<file path="src/rtl/axi_arb_pkg.sv">
// Shared definitions for the AXI write-address arbitration slice.
// Holds the AW mux state encoding and the index-width helpers.
package axi_arb_pkg;

  typedef enum logic {
    IDLE = 1'b0,
    SEND = 1'b1
  } aw_state_e;

  function automatic int clog2(input int value);
    int result;
    int v;
    result = 0;
    v = value - 1;
    while (v > 0) begin
      result = result + 1;
      v = v >> 1;
    end
    return result;
  endfunction

  function automatic int idx_width(input int req_num);
    return (clog2(req_num) > 1) ? clog2(req_num) : 1;
  endfunction

endpackage

</file>
<file path="src/rtl/axi_ord_fifo.sv">
// Synchronous order FIFO recording granted master indices for the W-channel router.
// Full is derived from the registered occupancy, so a same-cycle pop never frees a slot early.
module axi_ord_fifo
  import axi_arb_pkg::*;
#(
  parameter int WIDTH = 3,
  parameter int DEPTH = 4
) (
  input  logic             clk,
  input  logic             rstn,
  input  logic             push,
  input  logic [WIDTH-1:0] push_data,
  input  logic             pop,
  output logic [WIDTH-1:0] head,
  output logic             full,
  output logic             empty
);

  localparam int          AW        = clog2(DEPTH);
  localparam logic [AW:0] DEPTH_CNT = (AW + 1)'(DEPTH);
  localparam logic [AW:0] ONE       = (AW + 1)'(1);

  logic [AW:0]      wr_ptr;
  logic [AW:0]      rd_ptr;
  logic [AW:0]      count;
  logic [WIDTH-1:0] mem [DEPTH];
  logic             push_ok;
  logic             pop_ok;

  assign full    = (count == DEPTH_CNT);
  assign empty   = (count == '0);
  assign push_ok = push & ~full;
  assign pop_ok  = pop & ~empty;
  assign head    = empty ? '0 : mem[rd_ptr[AW-1:0]];

  always_ff @(posedge clk or negedge rstn) begin
    if (!rstn) begin
      wr_ptr <= '0;
      rd_ptr <= '0;
      count  <= '0;
    end else begin
      if (push_ok) begin
        wr_ptr <= wr_ptr + ONE;
      end
      if (pop_ok) begin
        rd_ptr <= rd_ptr + ONE;
      end
      case ({push_ok, pop_ok})
        2'b10:   count <= count + ONE;
        2'b01:   count <= count - ONE;
        default: count <= count;
      endcase
    end
  end

  // Storage needs no reset: head is forced to zero whenever the FIFO is empty.
  always_ff @(posedge clk) begin
    if (push_ok) begin
      mem[wr_ptr[AW-1:0]] <= push_data;
    end
  end

endmodule

</file>
<file path="src/rtl/axi_aw_grant_mux.sv">
// AW-channel grant mux: accepts the arbiter-granted master beat, registers it to the slave port
// and logs the master index for W steering. Define AXI_AW_MUX_ID_EXT_EN to prefix m_awid with it.
module axi_aw_grant_mux
  import axi_arb_pkg::*;
#(
  parameter  int REQ_NUM   = 8,
  parameter  int ADDR_W    = 32,
  parameter  int ID_W      = 4,
  parameter  int LEN_W     = 8,
  parameter  int ORD_DEPTH = 4,
  localparam int IDX_W     = idx_width(REQ_NUM)
) (
  input  logic                      clk,
  input  logic                      rstn,
  input  logic [REQ_NUM-1:0]        s_awvalid,
  output logic [REQ_NUM-1:0]        s_awready,
  input  logic [REQ_NUM*ADDR_W-1:0] s_awaddr,
  input  logic [REQ_NUM*ID_W-1:0]   s_awid,
  input  logic [REQ_NUM*LEN_W-1:0]  s_awlen,
  output logic [REQ_NUM-1:0]        arb_req,
  input  logic [REQ_NUM-1:0]        arb_grant,
  output logic                      arb_en,
  output logic                      m_awvalid,
  input  logic                      m_awready,
  output logic [ADDR_W-1:0]         m_awaddr,
`ifdef AXI_AW_MUX_ID_EXT_EN
  output logic [ID_W+IDX_W-1:0]     m_awid,
`else
  output logic [ID_W-1:0]           m_awid,
`endif
  output logic [LEN_W-1:0]          m_awlen,
  output logic                      ord_vld,
  output logic [IDX_W-1:0]          ord_idx,
  input  logic                      ord_pop
);

  aw_state_e         state;
  aw_state_e         state_nxt;
  logic              can_load;
  logic              grant_hit;
  logic              accept;
  logic              ord_full;
  logic              ord_empty;
  logic [IDX_W-1:0]  g_idx;
  logic [ADDR_W-1:0] g_addr;
  logic [ID_W-1:0]   g_id;
  logic [LEN_W-1:0]  g_len;

  // One-hot to index encode plus payload select; OR-merging is safe because accept demands one-hot.
  always_comb begin
    g_idx  = '0;
    g_addr = '0;
    g_id   = '0;
    g_len  = '0;
    for (int i = 0; i < REQ_NUM; i++) begin
      if (arb_grant[i]) begin
        g_idx  = g_idx | IDX_W'(i);
        g_addr = g_addr | s_awaddr[i*ADDR_W +: ADDR_W];
        g_id   = g_id | s_awid[i*ID_W +: ID_W];
        g_len  = g_len | s_awlen[i*LEN_W +: LEN_W];
      end
    end
  end

  assign can_load  = (state == IDLE) | ((state == SEND) & m_awready);
  assign grant_hit = $onehot(arb_grant) & (|(arb_grant & s_awvalid));
  assign accept    = can_load & ~ord_full & grant_hit;

  assign arb_req   = can_load ? s_awvalid : '0;
  assign s_awready = accept ? arb_grant : '0;
  assign arb_en    = accept;
  assign m_awvalid = (state == SEND);
  assign ord_vld   = ~ord_empty;

  always_ff @(posedge clk or negedge rstn) begin
    if (!rstn) begin
      state <= IDLE;
    end else begin
      state <= state_nxt;
    end
  end

  always_comb begin
    state_nxt = state;
    case (state)
      IDLE: begin
        if (accept) begin
          state_nxt = SEND;
        end
      end
      SEND: begin
        if (m_awready && !accept) begin
          state_nxt = IDLE;
        end
      end
      default: state_nxt = IDLE;
    endcase
  end

  // Payload only moves on accept, which keeps it stable while the slave stalls.
  always_ff @(posedge clk or negedge rstn) begin
    if (!rstn) begin
      m_awaddr <= '0;
      m_awid   <= '0;
      m_awlen  <= '0;
    end else if (accept) begin
      m_awaddr <= g_addr;
`ifdef AXI_AW_MUX_ID_EXT_EN
      m_awid   <= {g_idx, g_id};
`else
      m_awid   <= g_id;
`endif
      m_awlen  <= g_len;
    end
  end

  axi_ord_fifo #(
    .WIDTH (IDX_W),
    .DEPTH (ORD_DEPTH)
  ) u_ord_fifo (
    .clk       (clk),
    .rstn      (rstn),
    .push      (accept),
    .push_data (g_idx),
    .pop       (ord_pop),
    .head      (ord_idx),
    .full      (ord_full),
    .empty     (ord_empty)
  );

  a_grant_onehot0 : assert property (@(posedge clk) disable iff (!rstn) $onehot0(arb_grant));

endmodule

</file>
<file path="config.mk">
export PLATFORM = sky130hd
export DESIGN_NAME = axi_aw_grant_mux
export DESIGN_NICKNAME = d
export VERILOG_FILES = /design/src/rtl/axi_arb_pkg.sv /design/src/rtl/axi_ord_fifo.sv /design/src/rtl/axi_aw_grant_mux.sv
export SDC_FILE = /design/constraint.sdc
export NUM_CORES = 1
export LEC_CHECK = 0
export CAP_MARGIN = 20
export CORE_AREA = 8 8 164 166
export CTS_BUF_LIST = sky130_fd_sc_hd__clkbuf_8 sky130_fd_sc_hd__clkbuf_16
export DETAILED_ROUTE_END_ITERATION = 8
export DIE_AREA = 0 0 172 174
export SYNTH_ARGS = -nofsm -noshare
export SYNTH_HDL_FRONTEND = slang
export SYNTH_SLANG_ARGS = --single-unit
</file>
<file path="constraint.sdc">
create_clock -name clk -period 6.9 [get_ports clk]
set_input_delay 0.69 -clock clk [delete_from_list [all_inputs] [get_ports clk]]
set_output_delay 0.69 -clock clk [all_outputs]
set_load 0.005 [all_outputs]
</file>
==> results of run 1 <==
## power by group through the flow
stage	Clock [W]	Combinational, W	Sequential [W]
finish	0.000511	0.00119	0.000649
global route	0.000547	0.00127	0.000669
CTS	0.000536	0.00120	0.000650
detailed placement	0	0.00120	0.000648
global placement	0	0.00118	0.000653
floorplan	0	0.000538	0.000633
## worst max-delay path, stage by stage
cell	delay [ps]
buf_2	140
inv_1	90
fa_1	550
fa_1	420
fa_1	430
inv_1	60
ha_1	170
inv_1	70
fa_1	530
o211ai_1	90
nor3b_2	230
nand3_4	180
inv_6	130
and2_1	130
clkdlybuf4s50_1	500
## logic make-up after synthesis
group	after synthesis
muxes	49
and+or+nand+nor	81
DFF	64
adders and majority gates	13
buffers and inverters	65
AOI/OAI and AO/OA	182
xor gates and xnor gates	6
## state kept, by name, indices dropped and copies added, names as in the netlist
name and flops:
m_awid 4, m_awlen 8, u_ord_fifo.rd_ptr 2, u_ord_fifo.count 3
m_awaddr 32, u_ord_fifo.wr_ptr 2, m_awvalid 1, u_ord_fifo.mem 12
## placed cells by master (no fill, tap or decap), drive strengths merged, types with 2 or more instances in the layout
master and instances:
clkdlybuf4s50 428, mux2 45, inv 21, mux4 3, fa 5, edfxtp 12, xor2 3, nand4 47
ha 8, clkinv 2, and2 17, nor2 8, dfrtp 52, a22oi 180, clkbuf 9, buf 19
bufinv 2, xnor2 3, nand2 3, nor3b 2
## path summary, 6_finish.rpt
| path | endpoint | cells past startpoint | slack (ps) | from |
|---|---|---|---|---|
| setup reg to reg | u_ord_fifo.mem[1][1] | 6 | 4430 | m_awvalid |
| min in group asynchronous | u_ord_fifo.count[2] | 2 | 490 | rstn |
| hold reg to reg | u_ord_fifo.count[2] | 1 | 480 | u_ord_fifo.count[2] |
| setup / recovery | s_awready[2] | 15 | 1770 | arb_grant[0] |
| hold / removal | u_ord_fifo.count[2] | 1 | 480 | u_ord_fifo.count[2] |
| max in group asynchronous | m_awaddr[20] | 2 | 5900 | rstn |
## metrics by stage
step | cells | utilization, % | total power [W] | setup WS [ps]
after CTS | 1207 | 39.9 | 0.00239 | 1760
after detailed placement | 1191 | 38.6 | 0.00185 | 1700
after global routing | 1208 | 39.9 | 0.00249 | 1580
final | 1208 | 39.9 | 0.00235 | 1770
after floorplan | 460 | - | 0.00117 | 1880
after global placement | 1191 | 38.6 | 0.00184 | 1810
## routing by layer
metal / wire length, um / GRT usage (%)
met4: 821 / 6.29
met2: 14300 / 31.3
met1: 11700 / 23.0
met3: 2670 / 6.42
met5: 0 / 0
## area by class of cell
cell class                 count  area, sq um  area share (%)
antenna                        1         2.50          0.0256
clock buffer                   9          225            2.30
clock inverter                 7          103            1.05
inverter                      19         76.3           0.780
multi-input combinational    331         2900            29.6
sequential                    64         1660            17.0
tap                          330          413            4.22
timing repair buffer         447         4400            45.0
==> impl_metrics.ini, run 1 <==
[clock_tree]
cts_buffer_depth = 2
htreeDepth = 3
clock_latency_ps = 340
cts_sinks = 64
post_cts_resized = 0
postCtsHoldBufs = 0
post-cts-setup-buffers = 0
cts-root-buf = clkbuf_16
cts_tree = yes
cts_buffers = 9
clkTransAtPathRegs_ps = 70

[pwr]
switching_power_w = 0.000726
p_int_w = 0.00162
p_per_area_nw_per_um2 = 240
p_clk_share_pct = 21.8
p_comb_share_pct = 50.6
p_leak_nw = 3.69
switching_share_pct = 30.9
ir_drop_mv = 0.126
p_seq_share_pct = 27.7

[finish]
areaGrowthSynthToFinish_pct = 99.4
drive_above_1_share_pct = 10.3
finalInstanceArea_sq_um = 9790
finalNetCount = 1257
n_fill_cell = 2502

[logic_synthesis]
synth_most_common_cell = a22oi_1
async_flop_share_pct = 81.3
synth_mux_area_share_pct = 15.2
ys_seq_area_share_pct = 33.9
synth_top_family_by_area = compound AO/OA/AOI/OAI gates
synth_compound_area_share_pct = 28.4
synthSimpleGateAreaFrac_pct = 10.4
syn_nets = 845
ys_warn_count = 0
syn-cell-area_sq_um = 4910
synth_xor_area_share_pct = 1.07
ys_types = 33
synth_fa_ha_area_share_pct = 4.08
ys.flop_type = dfrtp_1
avgSynthCellArea_sq_um = 10.7
synth_commonest_cells = 178 x a22oi_1, 52 x dfrtp_1, 46 x nand4_1
yosys.area.top_type = a22oi_1
synth-edff-count = 12
synthTopCellsByArea = a22oi_1 27%, dfrtp_1 27%, mux2_4 13%
yosys_register_bits = 64
synthCells = 460
netlist.area_leader.share_pct = 27.2

[global_routing]
grt.overflow.total = 0
grt_max_degree = 53
first_global_vias = 6694
grt_usage_pct = 19.1
antenna_found_initial = 1
grt_pass1_wl_um = 42800

[timing]
min_period_ps = 5130
hold_viol_final = 0
finalSetupViolCount = 0
fin_crit_sh_pct = 74.4
rsz0062_at_grt = no
slew_headroom_pct = 40.1
slew_violations = 0
fmax_mhz = 195
worst_hold_slack_ps = 482
tns_ps = 0
skew_ps = 11.0
worst_pin_slew_ps = 898

[drt]
drt_wl_total_um = 29500
drt_iter0_drc = 370
viasPerCell = 5.00
wire_per_inst_um = 24.4
detail-route-antenna-nets = 0
vias = 6041
first_pass_iters = 5
remaining_drc_errors = 0

[place]
port_buffers = 437
hpwl_um = 22100
placed_area_sq_um = 9460
gp_congestion = 0.841

[status]
status = complete, no violations

[die]
fp-row-count = 58
start_util_pct = 20.0
coreArea_sq_um = 24500
dieArea_sq_um = 29900
dieWidth_um = 172
ios = 438
die_h_um = 174

[worst_setup_path]
cp-start-kind = input port
cp_data_required_time_ps = 6210
critPathKind = in2out
critical_path_arrival_ps = 4440
cp-end-kind = primary output
cp_max_fo = 10

[min_path]
hold_class = reg2reg

[flow_run]
drv_cap = 0
Note: power is estimated with default switching activity, not from simulation.
==> run 2: changes to the inputs <==
CORE_AREA = 8 8 165 167   (was 8 8 164 166)
DIE_AREA = 0 0 173 175   (was 0 0 172 174)
clock period = 4.3 ns   (was 6.9 ns; I/O delays follow)
==> run 2 against run 1 <==
  * Utilization is 0.75 points higher
  * Sequential share of layout area shrank 0.41 points
  * Combinational power rose by 68%
  * Critical endpoint is now u_ord_fifo.count[2]
  * Largest power group unchanged
==> impl_metrics.ini, run 2 (synthesized netlist as in run 1, its figures left out) <==
[status]
status = complete, no violations

[worst_setup_path]
r2r-end = u_ord_fifo.count[2]
ff2ff_setup_slack_ps = 1990
critical_path_arrival_ps = 4470
crit_family = adder cells
r2r_start = u_ord_fifo.count[0]
cp_slowest_cell = fa_1
cp-start-kind = input port
path_cells = buf_6, inv_4, fa_1, fa_1, fa_1, inv_1, ha_2, inv_2, fa_1, o211ai_1, nor3b_2, buf_4, buf_6, nand3_4, buf_4, ha_4, inv_1, fa_1, xor2_1, nor2_1, xor2_1
crit_top_cell = fa_1
critPathBufInv = 8
max_stage_delay_ps = 520
cp_max_fo = 4
cp-end-kind = register
critPathKind = in2reg
r2r_cells = 12
cp_data_required_time_ps = 4560
cp-startpoint = arb_grant[0]

[die]
start_util_pct = 19.9
ios = 438
dieArea_sq_um = 30300
dieWidth_um = 173
die_h_um = 175
fp-row-count = 58
coreArea_sq_um = 24700

[clock_tree]
cts_tree = yes
postCtsHoldBufs = 0
clock_latency_ps = 340
cts-root-buf = clkbuf_16
cts_buffer_depth = 2
cts_buffers = 9
cts_sinks = 64
htreeDepth = 3
clkTransAtPathRegs_ps = 60

[drt]
detail-route-antenna-nets = 0
drt_wl_total_um = 30100
first_pass_iters = 6
wire_per_inst_um = 24.6
vias = 6068
viasPerCell = 4.95
remaining_drc_errors = 0
drt_iter0_drc = 354

[timing]
finalSetupViolCount = 0
hold_viol_final = 0
fmax_mhz = 237
fin_crit_sh_pct = 97.9
slew_headroom_pct = 51.0
rsz0062_at_grt = yes
skew_ps = 6.70
min_period_ps = 4210
tns_ps = 0
worst_pin_slew_ps = 736
slew_violations = 0

[place]
dp.cells = 1201
hpwl_um = 22900
port_buffers = 437
placed_area_sq_um = 9560
gp_congestion = 0.847

[finish]
largest-register = m_awaddr
finalNetCount = 1275
largest_register_ffs = 32
finalInstanceArea_sq_um = 10000
final_common_cell = clkdlybuf4s50_1
drive_above_1_share_pct = 13.5
n_fill_cell = 2477
final_util_pct = 40.7
instances_no_fill = 1227
final_cell_mix = 419 x clkdlybuf4s50_1, 178 x a22oi_1, 52 x dfrtp_1
areaGrowthSynthToFinish_pct = 104

[global_routing]
grt_max_degree = 53
antenna_found_initial = 3
grt.overflow.total = 0
grt_usage_pct = 19.0
grt_pass1_wl_um = 43900
first_global_vias = 6726

[pwr]
p_per_area_nw_per_um2 = 389
p_leak_nw = 3.86
ir_drop_mv = 0.192

[flow_run]
drv_cap = 0

[min_path]
hold_class = in2async
==> run 2: cell count changes in the layout (fill, tap and decap cells not counted), sizes merged <==
cell / change
nand3: +1
diode: +1
bufinv: +1
inv: -2
clkdlybuf4s50: -9
buf: +16
clkbuf: +4
dlymetal6s2s: +3
dlygate4sd2: +3
clkinv: +1
==> run 2: metal layers <==
layer,global-route usage [%],up-vias,part of all wire (%),wire (um)
met5,0,-,0,0
met4,6.11,0,2.2,669
met3,6.43,49,8.2,2490
met2,31.9,340,50,15100
met1,22.6,2946,40,11900
li1,-,2733,-,-
==> run 2: power breakdown <==
part           internal (W)  switching [W]  total, W
combinational       0.00129       0.000714   0.00200
clock              0.000568       0.000297  0.000864
sequential         0.000864       0.000171   0.00104
total               0.00272        0.00118   0.00390
==> run 2: worst max-delay path by stage <==
| stage | to | slack [ps] | depth (start not counted) |
|---|---|---|---|
| 2_1_floorplan | s_awready[2] | -6 | 16 |
| 3_3_place_gp | s_awready[2] | -220 | 15 |
| 3_5_place_dp | s_awready[2] | -270 | 15 |
| 5_1_grt | u_ord_fifo.count[2] | -50 | 21 |
| 6_report | u_ord_fifo.count[2] | 90 | 21 |
| 4_1_cts | s_awready[2] | -200 | 16 |
==> run 2: per-stage QoR <==
| stage | hold slack [ps] | worst slack (ps) | power [W] |
|---|---|---|---|
| floorplan | 134 | -5.88 | 0.00189 |
| global placement | 486 | -221 | 0.00297 |
| detailed placement | 492 | -270 | 0.00299 |
| CTS | 262 | -201 | 0.00392 |
| global route | 280 | -48.6 | 0.00414 |
| finish | 233 | 88.4 | 0.00390 |
==> run 2: area by class of cell <==
class                      count  area (sq um)  area share (%)
inverter                      19          81.3           0.811
clock inverter                 7           119            1.18
clock buffer                   9           225            2.25
sequential                    64          1660            16.6
multi-input combinational    332          2950            29.4
timing repair buffer         464          4570            45.6
antenna                        2          5.00          0.0499
tap                          330           413            4.12
==> run 2: worst reg2reg max path, cell delays in order, from the launching register on <==
cell and delay (ps):
dfrtp_1 410, nor3b_1 280, nor3b_2 70, buf_4 150
buf_6 110, nand3_4 100, buf_4 140, ha_4 120
inv_1 40, fa_1 360, xor2_1 150, nor2_1 130
xor2_1 170
==> run 2: repair_timing <==
| item | CTS | global route |
|---|---|---|
| cloned | 1 | 1 |
| endpoints found under the setup margin | 9 | 16 |
| endpoints found under the hold margin | 0 | 0 |
| pin swaps | 2 | 7 |
| buffers inserted | 4 | 3 |
| resized for setup | 8 | 29 |
==> run 3: changes to the inputs <==
SKIP_LAST_GASP = 1   (was not set)
==> run 3 against run 2 <==
  * Combinational power about the same
  * Clock power barely moved
  * Design area barely moved
  * Worst hold slack is essentially flat
  * Routed wire length hardly changed
  * Critical path depth is the same
  * Register-to-register slack about the same
  * Count of clock-buffer cells in the layout is the same
  * Critical endpoint unchanged
  * Largest power group unchanged
  * Highest routed layer unchanged
==> impl_metrics.ini, run 3 (synthesized netlist as in run 1, its figures left out) <==
[clock_tree]
cts_sinks = 64
cts_tree = yes
postCtsHoldBufs = 0
cts_buffers = 9
htreeDepth = 3
clock_latency_ps = 340
cts_buffer_depth = 2
cts-root-buf = clkbuf_16
clkTransAtPathRegs_ps = 60

[timing]
skew_ps = 6.89
min_period_ps = 4210
fmax_mhz = 237
worst_hold_slack_ps = 233
fin_crit_sh_pct = 98.0
slew_violations = 0
finalSetupViolCount = 0
slew_headroom_pct = 51.0
hold_viol_final = 0
rsz0062_at_grt = yes
worst_pin_slew_ps = 735

[die]
dieWidth_um = 173
start_util_pct = 19.9
fp-row-count = 58
ios = 438
die_h_um = 175
dieArea_sq_um = 30300
coreArea_sq_um = 24700

[status]
status = complete, no violations

[worst_setup_path]
cp-start-kind = input port
cp_data_required_time_ps = 4560
cp_max_fo = 4
critPathKind = in2reg
critical_path_arrival_ps = 4470
cp-end-kind = register

[flow_run]
drv_cap = 0

[finish]
drive_above_1_share_pct = 13.5
multi_input_area_sq_um = 2950
seq_area_sq_um = 1660
largest_register_ffs = 32
instances_no_fill = 1227
final_common_cell = clkdlybuf4s50_1
largest-register = m_awaddr
final_cell_mix = 419 x clkdlybuf4s50_1, 178 x a22oi_1, 52 x dfrtp_1
areaGrowthSynthToFinish_pct = 104
n_fill_cell = 2477
finalNetCount = 1275

[place]
dp.cells = 1201
port_buffers = 437
hpwl_um = 22900
gp_congestion = 0.847

[pwr]
p_leak_nw = 3.86
p_per_area_nw_per_um2 = 389
power_w = 0.00390
ir_drop_mv = 0.192

[drt]
wl_met2_um = 15100
vias = 6043
viasPerCell = 4.93
first_pass_iters = 5
top_layer = met4
remaining_drc_errors = 0
drt_wl_total_um = 30100
detail-route-antenna-nets = 0
wl_met1_um = 11700
drt_iter0_drc = 360
wl_met3_um = 2590
wire_per_inst_um = 24.5

[global_routing]
grt_max_degree = 53
grt_usage_pct = 19.0
grt.overflow.total = 0
antenna_found_initial = 3
first_global_vias = 6726
grt_pass1_wl_um = 43900

[min_path]
hold_class = in2async
[run 3: cell counts in the layout (fill, tap and decap cells not counted)]
No cell type changed its count.
[run 3: critical path, stage by stage]
cell and delay [ps]:
buf_6 90, inv_4 30, fa_1 500, fa_1 520, fa_1 470, inv_1 60
ha_2 170, inv_2 40, fa_1 380, o211ai_1 220, nor3b_2 70, buf_4 150
buf_6 110, nand3_4 100, buf_4 140, ha_4 120, inv_1 40, fa_1 360
xor2_1 150, nor2_1 130, xor2_1 170
[run 3: final cells by class]
| cell class | instances | share of cell area [%] |
|---|---|---|
| Timing Repair Buffer | 464 | 45.6 |
| Multi-Input combinational cell | 332 | 29.4 |
| Sequential cell | 64 | 16.6 |
| Tap cell | 330 | 4.12 |
| Clock buffer | 9 | 2.25 |
| Clock inverter | 7 | 1.19 |
| Inverter | 19 | 0.811 |
| Antenna cell | 2 | 0.0499 |
[run 3: power by group]
| part | internal (W) | switching (W) | total [W] | leakage, nW |
|---|---|---|---|---|
| Combinational | 0.00129 | 0.000709 | 0.00200 | 3.09 |
| Sequential | 0.000864 | 0.000171 | 0.00104 | 0.608 |
| Clock | 0.000568 | 0.000298 | 0.000866 | 0.164 |
| Total | 0.00272 | 0.00118 | 0.00390 | 3.86 |
[run 3: worst paths after layout]
path	slack, ps	cells past startpoint	start	end
worst max-delay path	90	21	arb_grant[1]	u_ord_fifo.count[2]
worst min-delay path	230	2	rstn	m_awaddr[9]
worst max register to register	1980	12	u_ord_fifo.count[0]	u_ord_fifo.count[2]
worst min register to register	510	1	m_awaddr[22]	m_awaddr[22]
max in group asynchronous	3560	2	rstn	m_awaddr[3]
min in group clk	510	1	m_awaddr[22]	m_awaddr[22]
[run 3: what timing repair did]
action	CTS	global route
endpoints found under the setup margin	9	16
gates resized for setup	8	28
pin swaps	2	7
buffers inserted	4	3
endpoints found under the hold margin	0	0
gates cloned	1	1
[run 3: metal layers]
metal,vias up,global-route usage (%)
met2,363,31.9
met5,-,0
li1,2733,-
met3,47,6.43
met1,2900,22.6
met4,0,6.11
[run 3: stage by stage]
step                      instance area [sq um]  util [%]  setup slack [ps]  setup TNS (ps)
after floorplan                            4950         -             -5.88           -11.6
after global placement                     9560      38.7              -221           -4270
after detailed placement                   9560      38.7              -270           -7240
after CTS                                  9930      40.3              -201            -490
after global routing                      10000      40.6             -55.1           -77.3
final                                     10000      40.6              85.4               0
